### config.mk
export PLATFORM = sky130hd
export DESIGN_NAME = nonce_scheduler_flat
export DESIGN_NICKNAME = d
export VERILOG_FILES = /design/src/rtl/bitcoin_pkg.sv /design/src/rtl/nonce_scheduler_if.sv /design/src/rtl/nonce_scheduler_prio_enc.sv /design/src/rtl/nonce_scheduler.sv /design/src/flat_wrapper.sv
export SDC_FILE = /design/constraint.sdc
export NUM_CORES = 1
export LEC_CHECK = 0
export ABC_AREA = 0
export BUFFER_PORTS_ARGS = -buffer_cell sky130_fd_sc_hd__buf_2
export CAP_MARGIN = 20
export CELL_PAD_IN_SITES_DETAIL_PLACEMENT = 0
export CELL_PAD_IN_SITES_GLOBAL_PLACEMENT = 1
export CORE_ASPECT_RATIO = 1.5
export CORE_UTILIZATION = 40
export DETAILED_ROUTE_END_ITERATION = 7
export GPL_ROUTABILITY_DRIVEN = 1
export MAX_ROUTING_LAYER = met4
export PLACE_DENSITY_LB_ADDON = 0.1
export SLEW_MARGIN = 20
export SYNTH_ARGS = -nofsm -noshare
export SYNTH_HDL_FRONTEND = slang
export SYNTH_HIERARCHICAL = 1
export SYNTH_SLANG_ARGS = --single-unit
export TNS_END_PERCENT = 10
### constraint.sdc
create_clock -name clk -period 4.4 [get_ports clk]
set_input_delay 0.22 -clock clk [delete_from_list [all_inputs] [get_ports clk]]
set_output_delay 0.22 -clock clk [all_outputs]
set_load 0.01 [all_outputs]
### src/rtl/bitcoin_pkg.sv
// Shared definitions for the bitcoin hashing array: scheduler state encoding,
// nonce width and the SHA-256 initial hash values used by the cores.
package bitcoin_pkg;

  localparam int unsigned NONCE_W = 32;

  typedef enum logic [1:0] {
    IDLE,
    DISPATCH,
    DRAIN,
    COMPLETE
  } sched_state_t;

  localparam logic [31:0] SHA256_H0 [8] = '{
    32'h6a09e667, 32'hbb67ae85, 32'h3c6ef372, 32'ha54ff53a,
    32'h510e527f, 32'h9b05688c, 32'h1f83d9ab, 32'h5be0cd19
  };

endpackage

### src/rtl/nonce_scheduler_if.sv
// Scheduler-to-core bus: dispatch pulses and job bases out, completion/hit reports back.
// Core i occupies bits [32i+31:32i] of both packed nonce vectors.
interface nonce_scheduler_if #(
  parameter int unsigned NUM_CORES = 4
);
  logic [NUM_CORES-1:0]                      core_start;
  logic [bitcoin_pkg::NONCE_W*NUM_CORES-1:0] core_nonce_base;
  logic [NUM_CORES-1:0]                      core_done;
  logic [NUM_CORES-1:0]                      core_hit;
  logic [bitcoin_pkg::NONCE_W*NUM_CORES-1:0] core_hit_nonce;

  modport master (
    output core_start,
    output core_nonce_base,
    input  core_done,
    input  core_hit,
    input  core_hit_nonce
  );

  modport slave (
    input  core_start,
    input  core_nonce_base,
    output core_done,
    output core_hit,
    output core_hit_nonce
  );
endinterface

### src/rtl/nonce_scheduler_prio_enc.sv
// Lowest-index-set-bit encoder: valid when any request is set, idx of the lowest one.
module prio_enc #(
  parameter int unsigned W     = 4,
  parameter int unsigned IDX_W = (W > 1) ? $clog2(W) : 1
) (
  input  logic [W-1:0]     req,
  output logic             valid,
  output logic [IDX_W-1:0] idx
);

  // Scan from the top so the lowest set bit is the last one written.
  always_comb begin
    valid = 1'b0;
    idx   = '0;
    for (int unsigned i = W; i > 0; i--) begin
      if (req[i-1]) begin
        valid = 1'b1;
        idx   = IDX_W'(i - 1);
      end
    end
  end

endmodule

### src/rtl/nonce_scheduler.sv
// Job controller: carves a nonce range into fixed-size jobs, dispatches them to
// idle hash cores, stops on the first hit, drains in-flight cores and reports.
module nonce_scheduler
  import bitcoin_pkg::*;
#(
  parameter int unsigned NUM_CORES      = 4,
  parameter int unsigned NONCES_PER_JOB = 16
) (
  input  logic                clk,
  input  logic                reset,
  input  logic                start,
  input  logic [NONCE_W-1:0]  nonce_base,
  input  logic [NONCE_W-1:0]  num_jobs,
  output logic                busy,
  output logic                done,
  output logic                found,
  output logic [NONCE_W-1:0]  found_nonce,
  output logic [NONCE_W-1:0]  jobs_issued,
  output logic                protocol_err,
  nonce_scheduler_if.master   cores
);

  localparam int unsigned IDX_W = (NUM_CORES > 1) ? $clog2(NUM_CORES) : 1;

  sched_state_t         state, state_next;
  logic [NUM_CORES-1:0] core_busy, core_busy_next, start_mask;
  logic [NONCE_W-1:0]   next_nonce, jobs_left, jobs_left_next;
  logic [NONCE_W-1:0]   base_q        [NUM_CORES];
  logic [NONCE_W-1:0]   hit_nonce_arr [NUM_CORES];
  logic                 idle_valid, hit_valid, dispatch, hit_now;
  logic [IDX_W-1:0]     idle_idx, hit_idx;

  prio_enc #(.W(NUM_CORES), .IDX_W(IDX_W)) u_idle_sel (
    .req   (~core_busy),
    .valid (idle_valid),
    .idx   (idle_idx)
  );

  prio_enc #(.W(NUM_CORES), .IDX_W(IDX_W)) u_hit_sel (
    .req   (cores.core_done & cores.core_hit),
    .valid (hit_valid),
    .idx   (hit_idx)
  );

  always_comb begin
    for (int unsigned i = 0; i < NUM_CORES; i++) begin
      hit_nonce_arr[i] = cores.core_hit_nonce[i*NONCE_W +: NONCE_W];
    end
  end

  // Selection uses the registered busy mask, so a core freed this cycle waits a cycle.
  assign dispatch       = (state == DISPATCH) && (jobs_left != '0) && !found && idle_valid;
  assign start_mask     = dispatch ? (NUM_CORES'(1) << idle_idx) : '0;
  assign hit_now        = (state != IDLE) && hit_valid && !found;
  assign jobs_left_next = jobs_left - NONCE_W'(dispatch);

  assign busy             = (state != IDLE);
  assign done             = (state == COMPLETE);
  assign cores.core_start = start_mask;

  // The dispatched core sees next_nonce in its start cycle; base_q holds it afterwards.
  always_comb begin
    cores.core_nonce_base = '0;
    for (int unsigned i = 0; i < NUM_CORES; i++) begin
      cores.core_nonce_base[i*NONCE_W +: NONCE_W] = start_mask[i] ? next_nonce : base_q[i];
    end
  end

  always_comb begin
    state_next     = state;
    core_busy_next = core_busy;
    if (state != IDLE) begin
      core_busy_next = (core_busy & ~cores.core_done) | start_mask;
    end
    case (state)
      IDLE: begin
        if (start) begin
          state_next = (num_jobs == '0) ? COMPLETE : DISPATCH;
        end
      end
      DISPATCH: begin
        if ((jobs_left_next == '0) || hit_now) begin
          state_next = DRAIN;
        end
      end
      DRAIN: begin
        if (core_busy_next == '0) begin
          state_next = COMPLETE;
        end
      end
      COMPLETE: state_next = IDLE;
      default:  state_next = IDLE;
    endcase
  end

  always_ff @(posedge clk) begin
    if (reset) begin
      state        <= IDLE;
      core_busy    <= '0;
      next_nonce   <= '0;
      jobs_left    <= '0;
      found        <= 1'b0;
      found_nonce  <= '0;
      jobs_issued  <= '0;
      protocol_err <= 1'b0;
      for (int unsigned i = 0; i < NUM_CORES; i++) begin
        base_q[i] <= '0;
      end
    end else begin
      state     <= state_next;
      core_busy <= core_busy_next;
      if (state == IDLE) begin
        if (start) begin
          next_nonce   <= nonce_base;
          jobs_left    <= num_jobs;
          found        <= 1'b0;
          found_nonce  <= '0;
          jobs_issued  <= '0;
          protocol_err <= 1'b0;
        end
      end else begin
        if (dispatch) begin
          base_q[idle_idx] <= next_nonce;
          next_nonce       <= next_nonce + NONCE_W'(NONCES_PER_JOB);
          jobs_left        <= jobs_left_next;
          jobs_issued      <= jobs_issued + 1'b1;
        end
        if (hit_now) begin
          found       <= 1'b1;
          found_nonce <= hit_nonce_arr[hit_idx];
        end
        if (|(cores.core_done & ~core_busy)) begin
          protocol_err <= 1'b1;
        end
      end
    end
  end

endmodule
### src/flat_wrapper.sv
// flat-port wrapper written by rule: the top's interface ports become plain ports
module nonce_scheduler_flat import bitcoin_pkg::*;
#(
  parameter int unsigned NUM_CORES      = 4,
  parameter int unsigned NONCES_PER_JOB = 16
)
  (clk, reset, start, nonce_base, num_jobs, busy, done, found, found_nonce, jobs_issued, protocol_err, cores_core_start, cores_core_nonce_base, cores_core_done, cores_core_hit, cores_core_hit_nonce);
  nonce_scheduler_if #(.NUM_CORES(NUM_CORES)) cores_i ();
  input  logic clk;
  input  logic reset;
  input  logic start;
  input  logic [NONCE_W-1:0] nonce_base;
  input  logic [NONCE_W-1:0] num_jobs;
  output logic busy;
  output logic done;
  output logic found;
  output logic [NONCE_W-1:0] found_nonce;
  output logic [NONCE_W-1:0] jobs_issued;
  output logic protocol_err;
  output wire logic [$bits(cores_i.core_start)-1:0] cores_core_start;
  output wire logic [$bits(cores_i.core_nonce_base)-1:0] cores_core_nonce_base;
  input wire logic [$bits(cores_i.core_done)-1:0] cores_core_done;
  input wire logic [$bits(cores_i.core_hit)-1:0] cores_core_hit;
  input wire logic [$bits(cores_i.core_hit_nonce)-1:0] cores_core_hit_nonce;
  assign cores_core_start = cores_i.core_start;
  assign cores_core_nonce_base = cores_i.core_nonce_base;
  assign cores_i.core_done = cores_core_done;
  assign cores_i.core_hit = cores_core_hit;
  assign cores_i.core_hit_nonce = cores_core_hit_nonce;
  nonce_scheduler #(.NUM_CORES(NUM_CORES), .NONCES_PER_JOB(NONCES_PER_JOB)) u_core (.clk(clk), .reset(reset), .start(start), .nonce_base(nonce_base), .num_jobs(num_jobs), .busy(busy), .done(done), .found(found), .found_nonce(found_nonce), .jobs_issued(jobs_issued), .protocol_err(protocol_err), .cores(cores_i));
endmodule
== Yosys cells after proc, flatten, opt, wreduce, memory -nomap -nowiden ==
Memories as Yosys holds them, arrays and structs flattened.
Index checks and enable logic that the tools add are counted.

* Muxes and demuxes: 55
* Div/mod/pow operators: 0
* Equality and inequality tests: 6
* Multiply operators: 0
* Magnitude comparators: 1
* Bitwise logic cells: 7
* Reduce and logical (&&, ||, !) cells: 22
* Add/sub/neg operators: 3
* Shift-type cells: 1

{| class="wikitable"
|+ Operator list
! cell !! number
|-
| $mux 32 || 18
|-
| $bmux 32 s2 || 1
|-
| $logic_not 32->1 || 2
|-
| $add 32x1->32 const B || 1
|-
| $add 32x5->32 const B || 1
|-
| $reduce_bool 32->1 || 1
|-
| $reduce_or 32->1 || 1
|-
| $sub 32x1->32 || 1
|-
| $mux 2 || 13
|-
| $mux 1 || 20
|-
| $and 4x4->4 || 3
|-
| $mux 4 || 2
|-
| $not 4->4 || 2
|-
| $pmux 2 s4 || 1
|-
| $reduce_bool 2->1 || 4
|-
| $reduce_and 2->1 || 3
|-
| $logic_and 1x1->1 || 5
|-
| $eq 2x2->1 const B || 2
|-
| $logic_not 4->1 || 1
|-
| $ne 2x2->1 const B || 2
|-
| $or 4x4->4 || 1
|-
| $reduce_or 4->1 || 1
|-
| $shl 1x2->4 const A || 1
|-
| $ge 3x3->1 const B || 1
|-
| other kinds (7) || 7
|}

* Output and inout port bits: 200
* Bits in registers: 136
* Bits in read-only memories: 0
* Word-level logic and storage cells: 104
* Bits in latches: 0
* Input bits: 203
* Memories kept: 1
* RAM bits: 128

{| class="wikitable"
|+ Memory list
! name !! depth !! bits a word !! read ports !! clocked after memory_dff !! wr ports !! RTL line !! text
|-
| u_core.base_q || 4 || 32 || 4 || 0 || 4 || nonce_scheduler.sv:28 || <nowiki>logic [NONCE_W-1:0] base_q [NUM_CORES];</nowiki>
|}

== Longest topological paths before layout ==
* Word-level depth: 12
* Depth in mapped cells: 17
* Mapped depth without buffers: 17

== Hierarchy ==
Netlist, hierarchy kept.

{| class="wikitable"
|+ Modules (own cells, without submodules)
! module !! times used !! cells an instance !! seq. area each (sq um) !! area each (sq um)
|-
| nonce_scheduler || 1 || 1528 || 6566.3 || 14336.2
|-
| prio_enc || 2 || 7 || 0.0 || 35.0
|}

== Worst setup path before layout ==
Ideal clock, no wire load.

* Kind: register -> register
* Start: register u_core.jobs_left[13]
* End: register u_core.state[1]
* Setup slack: 0.680 ns
* Setup time: 0.123 ns
* Buffers on the path: 1
* Period minus slack after synthesis: 3.720 ns
* Cell stages (with the launch flop): 17
* Arrival: 3.597 ns
* Data required time: 4.277 ns
* Cell sequence: dfxtp_1 > buf_2 > nor4_2 > nand4_1 > or4_1 > nand2_1 > inv_2 > ha_1 > ha_1 > nor3b_1 > nand4_1 > nor4b_1 > nor4_1 > o21ai_1 > nor4_2 > o21ai_1 > mux2_1

* Cells in the longest elaborated chain, start to end: 10
* Elaborated cells on any way between the ends: 14
* Classes of those cells: 1 x add/sub; 2 x eq/ne; 2 x mux; 1 x bitwise; 8 x reduce/logical

{| class="wikitable"
|+ RTL lines
! element !! RTL line !! text
|-
| from (decl) || nonce_scheduler.sv:27 || <nowiki>logic [NONCE_W-1:0] next_nonce, jobs_left, jobs_left_next;</nowiki>
|-
| from (signal assigned) || nonce_scheduler.sv:115 || <nowiki>jobs_left <= num_jobs;</nowiki>
|-
| from (signal assigned) || nonce_scheduler.sv:125 || <nowiki>jobs_left <= jobs_left_next;</nowiki>
|-
| branches (longest 9 deep; another with $sub 32x1->32) || n/a ||
|-
| $reduce_and 3->1 (no line) * || n/a ||
|-
| to (signal assigned) || nonce_scheduler.sv:110 || <nowiki>state <= state_next;</nowiki>
|-
| to (decl) || nonce_scheduler.sv:25 || <nowiki>sched_state_t state, state_next;</nowiki>
|}

Mark *: on every way between the ends.
A chain may end at the register's enable or synchronous reset.

== Worst setup path in the final report ==
* Start: register u_core.jobs_left[14]
* End: register u_core.state[1]

The elaborated chain is that of the path after synthesis.

==> impl_results.html <==
<table>
<tr><th>Metric</th><th>Value</th></tr>
<tr><th colspan="2">Status</th></tr>
<tr><td>Status</td><td>completed</td></tr>
<tr><th colspan="2">Power and ir drop</th></tr>
<tr><td>Sequential fraction of design power</td><td>34.6%</td></tr>
<tr><td>Combinational fraction of design power</td><td>39.4%</td></tr>
<tr><td>Clock share of power</td><td>25.9%</td></tr>
<tr><td>Switch share</td><td>39.1%</td></tr>
<tr><td>Worst VDD drop</td><td>0.000362 V</td></tr>
<tr><td>Static leakage</td><td>7.62 nW</td></tr>
<tr><td>Areal power density over the cells</td><td>524 nW/um^2</td></tr>
<tr><td>Switching pwr</td><td>3.72 mW</td></tr>
<tr><td>Cell internal power dissipation</td><td>5.80 mW</td></tr>
<tr><th colspan="2">Floorplanning</th></tr>
<tr><td>Chip width</td><td>157 um</td></tr>
<tr><td>Row count</td><td>84</td></tr>
<tr><td>Height of the die</td><td>234 um</td></tr>
<tr><td>Boundary pin count</td><td>403</td></tr>
<tr><td>Initial core utilization</td><td>40.8%</td></tr>
<tr><td>Die footprint</td><td>36800 sq um</td></tr>
<tr><td>Core area</td><td>35300 sq um</td></tr>
<tr><th colspan="2">STA</th></tr>
<tr><td>Setup violation total in the final timing report</td><td>0</td></tr>
<tr><td>Fin. Hold Viols</td><td>0</td></tr>
<tr><td>Final count of pins violating max slew</td><td>0</td></tr>
<tr><td>Final critical-path share of the clock period</td><td>95.8%</td></tr>
<tr><td>Worst Setup Slack, final</td><td>183 ps</td></tr>
<tr><td>Worst-Margin Slew</td><td>1010 ps</td></tr>
<tr><td>Maximum operating frequency</td><td>0.237 GHz</td></tr>
<tr><td>Rel. slew slack</td><td>32.4%</td></tr>
<tr><td>Clock tree skew after final layout</td><td>13.0 ps</td></tr>
<tr><td>Time the final worst path needs with I/O delays and setup</td><td>4220 ps</td></tr>
<tr><th colspan="2">Yosys</th></tr>
<tr><td>Ys flop type</td><td>sky130_fd_sc_hd__dfxtp_1</td></tr>
<tr><td>Asr flop ratio synth</td><td>0%</td></tr>
<tr><td>Net count after synthesis</td><td>1754</td></tr>
<tr><td>Syn avg cell area</td><td>9.34 sq um</td></tr>
<tr><td>Leading post-synthesis cells by cell area</td><td>sky130_fd_sc_hd__edfxtp_1 (27%), sky130_fd_sc_hd__dfxtp_1 (19%), sky130_fd_sc_hd__mux2_2 (10%)</td></tr>
<tr><td>Yosys top cell by area</td><td>sky130_fd_sc_hd__edfxtp_1</td></tr>
<tr><td>Share of Yosys cell area claimed by the top area cell type</td><td>26.7%</td></tr>
<tr><td>YS warnings</td><td>6</td></tr>
<tr><td>Yosys cell types</td><td>69</td></tr>
<tr><td>Sequential share of the synthesized area</td><td>45.6%</td></tr>
<tr><td>Gate Count Post-Synth</td><td>1542</td></tr>
<tr><td>Flip-flop and latch count after synthesis</td><td>264</td></tr>
<tr><td>Number of synthesized flops with an enable pin</td><td>128</td></tr>
<tr><td>Mapped Area</td><td>14400 sq um</td></tr>
<tr><th colspan="2">Placement</th></tr>
<tr><td>Number of buffer cells added on primary ports</td><td>402</td></tr>
<tr><td>Routability-driven placement congestion ratio</td><td>0.960</td></tr>
<tr><td>Worst slack at placement</td><td>138 ps</td></tr>
<tr><td>HPWL after detailed placement</td><td>36300 um</td></tr>
<tr><th colspan="2">Global routing</th></tr>
<tr><td>Number of antenna violations at the first check in global routing</td><td>5</td></tr>
<tr><td>Number of global-route vias before repair</td><td>13300</td></tr>
<tr><td>Total gr overflow</td><td>0</td></tr>
<tr><td>First-pass GRT wire length</td><td>77800 um</td></tr>
<tr><td>Largest net degree at the start of global routing</td><td>90</td></tr>
<tr><td>Gr usage total</td><td>28.6%</td></tr>
<tr><th colspan="2">Detailed routing</th></tr>
<tr><td>First-pass iteration count of the detailed router</td><td>7</td></tr>
<tr><td>Routed Wire Length</td><td>51400 um</td></tr>
<tr><td>Overall via count from detail_route</td><td>13300</td></tr>
<tr><td>Post-route antenna net violation count</td><td>0</td></tr>
<tr><td>Drt wl/cell</td><td>21.3 um</td></tr>
<tr><td>DRC violations left</td><td>0</td></tr>
<tr><td>Starting DRT DRC Count</td><td>726</td></tr>
<tr><td>Vias per cell</td><td>5.50</td></tr>
<tr><th colspan="2">Worst setup path</th></tr>
<tr><td>Endpoint type of the worst setup path</td><td>register</td></tr>
<tr><td>Slowest-stage cell, CP</td><td>sky130_fd_sc_hd__or4_4</td></tr>
<tr><td>Top delay family on crit path</td><td>simple AND/OR/NAND/NOR gates</td></tr>
<tr><td>Reg2Reg Setup Slack</td><td>180 ps</td></tr>
<tr><td>Data arrival time of the critical path</td><td>4660 ps</td></tr>
<tr><td>Cells traversed along the worst timing path</td><td>nor4_4 &gt; nand4_1 &gt; or4_4 &gt; nand2_1 &gt; inv_2 &gt; ha_1 &gt; ha_1 &gt; nor3b_2 &gt; buf_4 &gt; nand3_1 &gt; or3_1 &gt; nor4bb_1 &gt; nand4_1 &gt; nor4_4 &gt; o21ai_1 &gt; mux2_1</td></tr>
<tr><td>Maximum cell stage delay along the critical path</td><td>630 ps</td></tr>
<tr><td>WP data required</td><td>4840 ps</td></tr>
<tr><td>Crit Path Max Fanout</td><td>7</td></tr>
<tr><td>Type of origin of the critical path</td><td>register</td></tr>
<tr><td>RR Endpoint</td><td>u_core/state[1]</td></tr>
<tr><td>Worst Reg-to-Reg Cells</td><td>16</td></tr>
<tr><td>Critical path buffers and inverters</td><td>2</td></tr>
<tr><td>Origin of the critical flop-to-flop path</td><td>u_core/jobs_left[14]</td></tr>
<tr><td>Type of the worst setup path</td><td>register to register</td></tr>
<tr><th colspan="2">Job</th></tr>
<tr><td>Max capacitance violation total</td><td>0</td></tr>
<tr><th colspan="2">Cells and area</th></tr>
<tr><td>Area growth from synthesis to final layout</td><td>26.1%</td></tr>
<tr><td>Layout Nets</td><td>2121</td></tr>
<tr><td>Most frequent cells in the layout</td><td>sky130_fd_sc_hd__buf_2 (401), sky130_fd_sc_hd__nor2_1 (229), sky130_fd_sc_hd__nand2_1 (158)</td></tr>
<tr><td>Commonest non-fill, non-tap cell in the layout</td><td>sky130_fd_sc_hd__buf_2</td></tr>
<tr><td>Util after Layout</td><td>51.4%</td></tr>
<tr><td>Fraction of layout instances using a drive strength above 1</td><td>36.7%</td></tr>
<tr><th colspan="2">Clocking</th></tr>
<tr><td>Post-CTS clock slew at the launch and capture registers of the worst setup and hold paths</td><td>60 ps</td></tr>
<tr><td>Clock Sink Count</td><td>264</td></tr>
<tr><td>CTS tree</td><td>done</td></tr>
<tr><td>Num CTS Buffers</td><td>28</td></tr>
<tr><td>Post CTS Setup Buffer Count</td><td>0</td></tr>
<tr><td>Clock tree root driver cell</td><td>sky130_fd_sc_hd__clkbuf_16</td></tr>
<tr><td>Clk Latency, worst-skew pair</td><td>560 ps</td></tr>
<tr><td>Number of H-tree levels</td><td>1</td></tr>
<tr><td>Number of buffers on the longest clock path</td><td>3</td></tr>
<tr><th colspan="2">Hold path</th></tr>
<tr><td>HP Class</td><td>primary input to register</td></tr>
<tr><td>Hold Crit Depth</td><td>3</td></tr>
<tr><td>Worst hold path startpoint</td><td>num_jobs[30]</td></tr>
<tr><td>Hold worst-path end</td><td>u_core/jobs_left[30]</td></tr>
</table>
[worst max-delay path by stage]
stage / depth (start not counted) / slack (ps) / endpoint / start
2_1_floorplan: 16 / 680 / u_core/state[1] / u_core/jobs_left[13]
3_3_place_gp: 16 / 210 / u_core/state[1] / u_core/jobs_left[14]
3_5_place_dp: 16 / 140 / u_core/state[1] / u_core/jobs_left[14]
4_1_cts: 16 / 130 / u_core/state[1] / u_core/jobs_left[14]
5_1_grt: 16 / -10 / u_core/state[1] / u_core/jobs_left[14]
6_report: 16 / 180 / u_core/state[1] / u_core/jobs_left[14]
[synthesized netlist by cell type, drive strengths merged (6+ instances only)]
library cell,count
a211oi,11
a21o,8
a21oi,110
a22oi,16
a31oi,8
and2,8
and3,11
and4,6
buf,20
clkbuf,109
dfxtp,136
edfxtp,128
ha,9
inv,55
mux2,133
mux4,32
nand2,159
nand2b,9
nand3,70
nand4,21
nor2,233
nor3,31
nor4,29
o211ai,7
o21ai,54
o31ai,8
or2,10
or3,15
or4,6
xnor2,15
xor2,20
[area by class of cell]
class                           count  area [sq um]
Inverter                           56           210
Fill cell                        3432         17100
Clock inverter                      6          58.8
Timing Repair Buffer              466          2560
Tap cell                          473           592
Antenna cell                        8          20.0
Sequential cell                   264          6570
Multi-Input combinational cell   1093          7250
Clock buffer                       46           910
[logic make-up after synthesis]
logic type / Yosys count / synth area share [%]
AND/OR/NAND/NOR: 623 / 20.1
flip-flops: 264 / 45.6
AO/OA/AOI/OAI: 257 / 10.8
buffers and inverters: 185 / 4.92
multiplexers: 169 / 15.7
XOR/XNOR: 35 / 2.13
adder cells (fa/ha/maj): 9 / 0.782
[metrics by stage]
stage | cell area [sq um] | power [mW] | hold WS (ps) | setup TNS [ps] | instances
2_1_floorplan | 14400 | 5.60 | 356 | 0 | 1542
3_3_place_gp | 17000 | 7.03 | 453 | 0 | 2337
3_5_place_dp | 17000 | 7.03 | 455 | 0 | 2337
4_1_cts | 18100 | 9.54 | 6.99 | 0 | 2403
5_1_grt | 18200 | 10.1 | 25.4 | -14.3 | 2409
6_report | 18200 | 9.52 | 31.0 | 0 | 2412
[worst register-to-register path, delay by kind of cell, from the launching register on]
kind	cells	cell delay [ps]
buffers and inverters	2	220
AO/OA/AOI/OAI	1	130
adder cells (fa/ha/maj)	2	440
AND/OR/NAND/NOR	10	2590
multiplexers	1	320
flip-flops	1	400
[state kept, by name (all words and copies together) (netlist names)]
| name | count |
|---|---|
| u_core/next_nonce | 32 |
| u_core/core_busy | 4 |
| u_core/state | 2 |
| u_core/found | 1 |
| u_core/jobs_issued | 32 |
| u_core/jobs_left | 32 |
| u_core/base_q | 128 |
| u_core/protocol_err | 1 |
| u_core/found_nonce | 32 |
[per-layer routing]
metal,GRT usage [%],up-vias,part of all wire (%)
li1,-,6251,-
met1,34.9,6523,41
met2,47.1,423,49
met3,6.77,65,7.9
met4,7.35,0,2.0
met5,-,-,0
[timing repair]
item / CTS / global route
hold buffers: 14 / 0
endpoints found under the setup margin: 0 / 2
resized for setup: 0 / 4
hold endpoints to repair: 14 / 0
[power by group through the flow]
stage	logic [mW]	clock network, mW	registers (mW)
6_report	3.75	2.47	3.30
3_5_place_dp	3.69	0	3.34
3_3_place_gp	3.70	0	3.32
5_1_grt	4.10	2.63	3.35
2_1_floorplan	2.45	0	3.15
4_1_cts	3.72	2.54	3.29
Note: power is estimated with default switching activity, not from simulation.
